**src/rtl/alu_sequencer_if.sv**
```systemverilog
// rtl/alu_sequencer_if.sv - instruction, config, debug and write-back bundle for alu_sequencer
interface alu_sequencer_if;
  logic        instr_valid;
  logic [31:0] instr;
  logic        instr_ready;
  logic        cfg_we;
  logic [4:0]  cfg_addr;
  logic [31:0] cfg_data;
  logic [4:0]  dbg_addr;
  logic [31:0] dbg_data;
  logic        wb_en;
  logic [4:0]  wb_addr;
  logic [31:0] wb_data;
  logic        illegal;
  logic        busy;
  logic [15:0] retired;

  modport master (
    output instr_valid, instr, cfg_we, cfg_addr, cfg_data, dbg_addr,
    input  instr_ready, dbg_data, wb_en, wb_addr, wb_data, illegal, busy, retired
  );

  modport slave (
    input  instr_valid, instr, cfg_we, cfg_addr, cfg_data, dbg_addr,
    output instr_ready, dbg_data, wb_en, wb_addr, wb_data, illegal, busy, retired
  );
endinterface

```
**src/rtl/alu_sequencer.sv**
```systemverilog
// rtl/alu_sequencer.sv - four-state R-type ALU sequencer over a 32x32 register file
module alu_sequencer #(
  parameter int unsigned ZERO_REG_RO = 1
) (
  input  logic           clk,
  input  logic           rst,
  alu_sequencer_if.slave bus
);
  localparam bit ZRO = (ZERO_REG_RO != 0);

  typedef enum logic [1:0] {IDLE, READ, EXEC, WB} state_t;

  state_t      state_q;
  logic [31:0] instr_q;
  logic [31:0] a_q, b_q;
  logic [31:0] regs_q [32];
  logic        wb_en_q, illegal_q;
  logic [4:0]  wb_addr_q;
  logic [31:0] wb_data_q;
  logic [15:0] retired_q;

  logic [5:0]  opcode, funct;
  logic [4:0]  rs, rt, rd, shamt;
  logic [31:0] rs_val, rt_val;
  logic [31:0] result_d;
  logic        illegal_d;

  assign opcode = instr_q[31:26];
  assign rs     = instr_q[25:21];
  assign rt     = instr_q[20:16];
  assign rd     = instr_q[15:11];
  assign shamt  = instr_q[10:6];
  assign funct  = instr_q[5:0];

  // r0 reads are forced to zero explicitly so the guarantee does not rest on reset alone
  assign rs_val       = (ZRO && rs == 5'd0) ? 32'd0 : regs_q[rs];
  assign rt_val       = (ZRO && rt == 5'd0) ? 32'd0 : regs_q[rt];
  assign bus.dbg_data = (ZRO && bus.dbg_addr == 5'd0) ? 32'd0 : regs_q[bus.dbg_addr];

  always_comb begin
    result_d  = 32'd0;
    illegal_d = 1'b1;
    if (opcode == 6'd0) begin
      case (funct)
        6'b100000: begin result_d = a_q + b_q;    illegal_d = 1'b0; end
        6'b100010: begin result_d = a_q - b_q;    illegal_d = 1'b0; end
        6'b000010: begin result_d = b_q >> shamt; illegal_d = 1'b0; end
        default:   begin result_d = 32'd0;        illegal_d = 1'b1; end
      endcase
    end
  end

  always_ff @(posedge clk) begin
    if (rst) begin
      state_q   <= IDLE;
      instr_q   <= 32'd0;
      a_q       <= 32'd0;
      b_q       <= 32'd0;
      wb_en_q   <= 1'b0;
      illegal_q <= 1'b0;
      wb_addr_q <= 5'd0;
      wb_data_q <= 32'd0;
      retired_q <= 16'd0;
      for (int i = 0; i < 32; i++) regs_q[i] <= 32'd0;
    end else begin
      wb_en_q   <= 1'b0;
      illegal_q <= 1'b0;
      case (state_q)
        IDLE: begin
          if (bus.cfg_we && !(ZRO && bus.cfg_addr == 5'd0))
            regs_q[bus.cfg_addr] <= bus.cfg_data;
          if (bus.instr_valid) begin
            instr_q <= bus.instr;
            state_q <= READ;
          end
        end
        READ: begin
          a_q     <= rs_val;
          b_q     <= rt_val;
          state_q <= EXEC;
        end
        EXEC: begin
          // wb_data_q doubles as the result register
          wb_en_q   <= 1'b1;
          illegal_q <= illegal_d;
          wb_addr_q <= rd;
          wb_data_q <= result_d;
          state_q   <= WB;
        end
        WB: begin
          if (!(ZRO && wb_addr_q == 5'd0))
            regs_q[wb_addr_q] <= wb_data_q;
          retired_q <= retired_q + 16'd1;
          state_q   <= IDLE;
        end
        default: state_q <= IDLE;
      endcase
    end
  end

  assign bus.instr_ready = (state_q == IDLE);
  assign bus.busy        = (state_q != IDLE);
  assign bus.wb_en       = wb_en_q;
  assign bus.illegal     = illegal_q;
  assign bus.wb_addr     = wb_addr_q;
  assign bus.wb_data     = wb_data_q;
  assign bus.retired     = retired_q;
endmodule

```
**src/flat_wrapper.sv**
```systemverilog
// flat-port wrapper written by rule: the top's interface ports become plain ports
module alu_sequencer_flat 
#(
  parameter int unsigned ZERO_REG_RO = 1
)
  (clk, rst, bus_instr_valid, bus_instr, bus_cfg_we, bus_cfg_addr, bus_cfg_data, bus_dbg_addr, bus_instr_ready, bus_dbg_data, bus_wb_en, bus_wb_addr, bus_wb_data, bus_illegal, bus_busy, bus_retired);
  alu_sequencer_if bus_i ();
  input  logic clk;
  input  logic rst;
  input wire logic [$bits(bus_i.instr_valid)-1:0] bus_instr_valid;
  input wire logic [$bits(bus_i.instr)-1:0] bus_instr;
  input wire logic [$bits(bus_i.cfg_we)-1:0] bus_cfg_we;
  input wire logic [$bits(bus_i.cfg_addr)-1:0] bus_cfg_addr;
  input wire logic [$bits(bus_i.cfg_data)-1:0] bus_cfg_data;
  input wire logic [$bits(bus_i.dbg_addr)-1:0] bus_dbg_addr;
  output wire logic [$bits(bus_i.instr_ready)-1:0] bus_instr_ready;
  output wire logic [$bits(bus_i.dbg_data)-1:0] bus_dbg_data;
  output wire logic [$bits(bus_i.wb_en)-1:0] bus_wb_en;
  output wire logic [$bits(bus_i.wb_addr)-1:0] bus_wb_addr;
  output wire logic [$bits(bus_i.wb_data)-1:0] bus_wb_data;
  output wire logic [$bits(bus_i.illegal)-1:0] bus_illegal;
  output wire logic [$bits(bus_i.busy)-1:0] bus_busy;
  output wire logic [$bits(bus_i.retired)-1:0] bus_retired;
  assign bus_i.instr_valid = bus_instr_valid;
  assign bus_i.instr = bus_instr;
  assign bus_i.cfg_we = bus_cfg_we;
  assign bus_i.cfg_addr = bus_cfg_addr;
  assign bus_i.cfg_data = bus_cfg_data;
  assign bus_i.dbg_addr = bus_dbg_addr;
  assign bus_instr_ready = bus_i.instr_ready;
  assign bus_dbg_data = bus_i.dbg_data;
  assign bus_wb_en = bus_i.wb_en;
  assign bus_wb_addr = bus_i.wb_addr;
  assign bus_wb_data = bus_i.wb_data;
  assign bus_illegal = bus_i.illegal;
  assign bus_busy = bus_i.busy;
  assign bus_retired = bus_i.retired;
  alu_sequencer #(.ZERO_REG_RO(ZERO_REG_RO)) u_core (.clk(clk), .rst(rst), .bus(bus_i));
endmodule
```
**config.mk**
```make
export PLATFORM = sky130hd
export DESIGN_NAME = alu_sequencer_flat
export DESIGN_NICKNAME = d
export VERILOG_FILES = /design/src/rtl/alu_sequencer_if.sv /design/src/rtl/alu_sequencer.sv /design/src/flat_wrapper.sv
export SDC_FILE = /design/constraint.sdc
export NUM_CORES = 2
export LEC_CHECK = 0
export CAP_MARGIN = 20
export CORE_MARGIN = 2
export CORE_UTILIZATION = 45
export DETAILED_ROUTE_END_ITERATION = 16
export GPL_TIMING_DRIVEN = 0
export SLEW_MARGIN = 20
export SYNTH_ARGS = -nofsm -noshare
export SYNTH_HDL_FRONTEND = slang
export SYNTH_SLANG_ARGS = --single-unit
```
**constraint.sdc**
```tcl
create_clock -name clk -period 5.4 [get_ports clk]
set_input_delay 0.81 -clock clk [delete_from_list [all_inputs] [get_ports clk]]
set_output_delay 0.81 -clock clk [all_outputs]
set_load 0.005 [all_outputs]
```
==> impl_metrics.tcl <==
set metrics [dict create \
    syn_area_sq_um 69320 \
    post_cts_buffers 0 \
    setup_slack_ns -0.03898 \
    slowest_stage "clkbuf_1" \
    start_util_pct 45.16 \
    cts_tree "yes" \
    highest_layer "met5" \
    p_leak_uw 0.02668 \
    ioPinCount 167 \
    drive_gt1_share_pct 28.04 \
    detail_route.wl_per_cell_um 41.61 \
    cts_inserted_buffers 139 \
    antenna_found_initial 20 \
    timing.critical_path.cells "clkdlybuf4s50_1 -> clkbuf_1 -> clkbuf_1 -> mux4_2 -> mux2i_1 -> nor2_1 -> clkdlybuf4s50_1" \
    clockBufferDepth 3 \
    clk_latency_ns 0.83 \
    placed_area_sq_um 74740 \
    cts_root_buffer "clkbuf_16" \
    drt_first_iter_violations 9025 \
    synthCells 4853 \
    drv_cap 0 \
    syn_to_final_growth_pct 14.21 \
    wl_met1_um 99050 \
    finalInstanceArea_sq_um 79170 \
    dieArea_sq_um 157200 \
    die_w_um 396.5 \
    p_per_area_nw_per_um2 404.0 \
    grt_pass1_vias 50620 \
    synthTopCellsByArea "edfxtp_1, mux4_2, nor2_1" \
    layout.nets 5343 \
    drc 0 \
    synth_edf_count 1024 \
    fin_worst_skew_ns 0.03138 \
    ctsResizeCount 13 \
    avgViaCountPerCell 7.135 \
    dr_wl_met2_um 137900 \
    max_slew_margin_pct 9.026 \
    core_area_sq_um 153500 \
    dr.pass1.iters 6 \
    wl_met3_um 50030 \
    synth_cell_type_count 76 \
    ys_ff_latch 1187 \
    fp-row-count 144 \
    setup-tns-final_ns -0.03898 \
    nFillCells 13060 \
    status "finished with violations" \
    finalCritPeriodShare_pct 100.7 \
    cts.clk_slew.worst_paths_ns 0.06 \
    via_count 52700 \
    ys.flop_type "edfxtp_1" \
    worst_ir_drop_vdd_uv 359.2 \
    setup_viol 1 \
    htree_levels 4 \
    critical_path_class "input pin to output port" \
    place_hpwl_um 226300 \
    gp_congestion 1.010 \
    avgSynthCellArea_sq_um 14.28 \
    grt_overflow_total 0 \
    yosys.area.top_type "edfxtp_1" \
    port_buffers 162 \
    arrival_ns 4.63 \
    startpoint_type "input pin" \
    holdWs_ns 0.4600 \
    worst_slew_pin_slew_ns 1.365 \
    hold_path_class "register to register" \
    grt_pass1_wl_um 412000 \
    slew_viol_final 0 \
    crit_fanout 10 \
    layout_min_cycle_time_ns 5.439 \
    grt.total_usage_pct 38.89 \
    seq_area_frac_synth_pct 49.06 \
    async_flop_share_pct 0 \
    finalHoldViolations 0 \
    cts_num_sinks 1187 \
    grt_max_degree 33 \
    synth_top_area_share_pct 44.36 \
    fmax_ghz 0.1839 \
    violations "setup timing" \
    grt_setup_unrepaired "no" \
    drt-total-wl_um 307300 \
    die_height_um 396.5 \
    yosys_warnings 0 \
    cts_hold_buffers 0 \
    cp.required_ns 4.59 \
    ant_nets 0 \
    cpPeakStageDelay_ns 0.93 \
    cp-end-kind "output port" \
]
## cells in the final DEF, fill, tap and decap left out, types with 12 or more instances in the layout
cell type / n
buf_1: 18
ha_1: 37
clkinv_2: 23
dfxtp_1: 163
buf_2: 123
inv_1: 31
nand2_1: 238
nand3_1: 26
nand2_4: 31
mux2i_2: 13
a21o_1: 19
o31ai_1: 12
mux2i_1: 145
clkdlybuf4s50_1: 162
mux4_2: 985
nor2b_1: 16
a21oi_1: 88
clkbuf_16: 141
xor2_1: 34
nand4_1: 15
conb_1: 32
nor3_1: 19
a211oi_1: 19
o21ai_0: 107
buf_12: 25
nor2_1: 1110
and3_1: 15
clkbuf_1: 309
clkinv_1: 42
clkbuf_2: 70
edfxtp_1: 1024
xnor2_1: 25
## metrics by stage
| step | util (%) | power [uW] | setup slack, ns | std cells |
|---|---|---|---|---|
| floorplan | - | 18140 | 1.486 | 4884 |
| global placement | 47.96 | 22290 | -2.047 | 7090 |
| detailed placement | 48.69 | 22400 | -0.3311 | 7126 |
| CTS | 51.51 | 31450 | 0.003660 | 7378 |
| global route | 51.57 | 32660 | 0.003403 | 7383 |
| finish | 51.58 | 31990 | -0.03898 | 7386 |
## path summary, 6_finish.rpt
kind | from | to | slack, ns | cells past startpoint
setup reg to reg | u_core.bus.wb_addr[1]$_SDFFE_PP0P_ | u_core.regs_q[2][6]$_SDFFCE_PN0P_ | 0.13 | 9
hold / removal | u_core.instr_q[26]$_SDFFE_PP0P_ | u_core.instr_q[26]$_SDFFE_PP0P_ | 0.46 | 2
setup / recovery | bus_dbg_addr[3] | bus_dbg_data[21] | -0.04 | 7
hold reg to reg | u_core.instr_q[26]$_SDFFE_PP0P_ | u_core.instr_q[26]$_SDFFE_PP0P_ | 0.46 | 2
## registers in the layout, indices dropped and copies added, names as in the netlist, named ones only
register,flops
u_core.a_q,32
u_core.b_q,32
u_core.bus.illegal,1
u_core.bus.retired,16
u_core.bus.wb_addr,5
u_core.bus.wb_data,32
u_core.bus.wb_en,1
u_core.instr_q,32
u_core.regs_q,1024
u_core.state_q,2
## worst max-delay path, delay by kind of cell
family | cells | cell delay [ns]
multiplexers | 2 | 0.94
buffers and inverters | 4 | 2.77
AND/OR/NAND/NOR | 1 | 0.08
## kinds of logic (layout without fill, tap and decap cells)
family	after synthesis	in the layout	synth area share [%]
AO/OA/AOI/OAI	350	350	3.177
other	1	36	0.005409
adder cells (fa/ha/maj)	38	38	0.6967
buffers and inverters	539	993	3.099
XOR/XNOR	59	59	0.7454
AND/OR/NAND/NOR	1528	1528	8.801
flip-flops	1187	1187	49.06
multiplexers	1151	1151	34.41
## synthesized netlist by cell type, drive strengths merged (15+ instances only)
library cell  number
nor2            1111
nor3              19
nor2b             16
a21oi             94
o21ai            111
dfxtp            163
nand3             26
xnor2             25
inv               31
mux2i            158
mux4             985
buf              150
a21o              19
clkbuf           357
xor2              34
ha                37
and3              15
edfxtp          1024
nand2            269
a211oi            20
nand4             15
## final cells by class
class | instances | area, sq um | area share [%]
Sequential cell | 1187 | 34010 | 42.96
Multi-Input combinational cell | 3158 | 33620 | 42.46
Clock buffer | 166 | 3662 | 4.626
Tap cell | 2044 | 2557 | 3.230
Timing Repair Buffer | 202 | 2376 | 3.001
Buffer | 507 | 2193 | 2.770
Clock inverter | 86 | 623.1 | 0.7870
Inverter | 32 | 120.1 | 0.1517
Antenna cell | 4 | 10.01 | 0.01264
## routing by layer
metal	track usage, %	vias up
met5	0.6466	-
met3	17.90	1098
met4	20.50	28
met2	59.14	4701
met1	46.16	27050
li1	-	19830
## power by group
| part | total (uW) | internal [uW] | switching [uW] |
|---|---|---|---|
| registers | 10900 | 10500 | 417 |
| logic | 11800 | 4500 | 7310 |
| clock network | 9260 | 5100 | 4160 |
(Power assumes the default switching activity.)
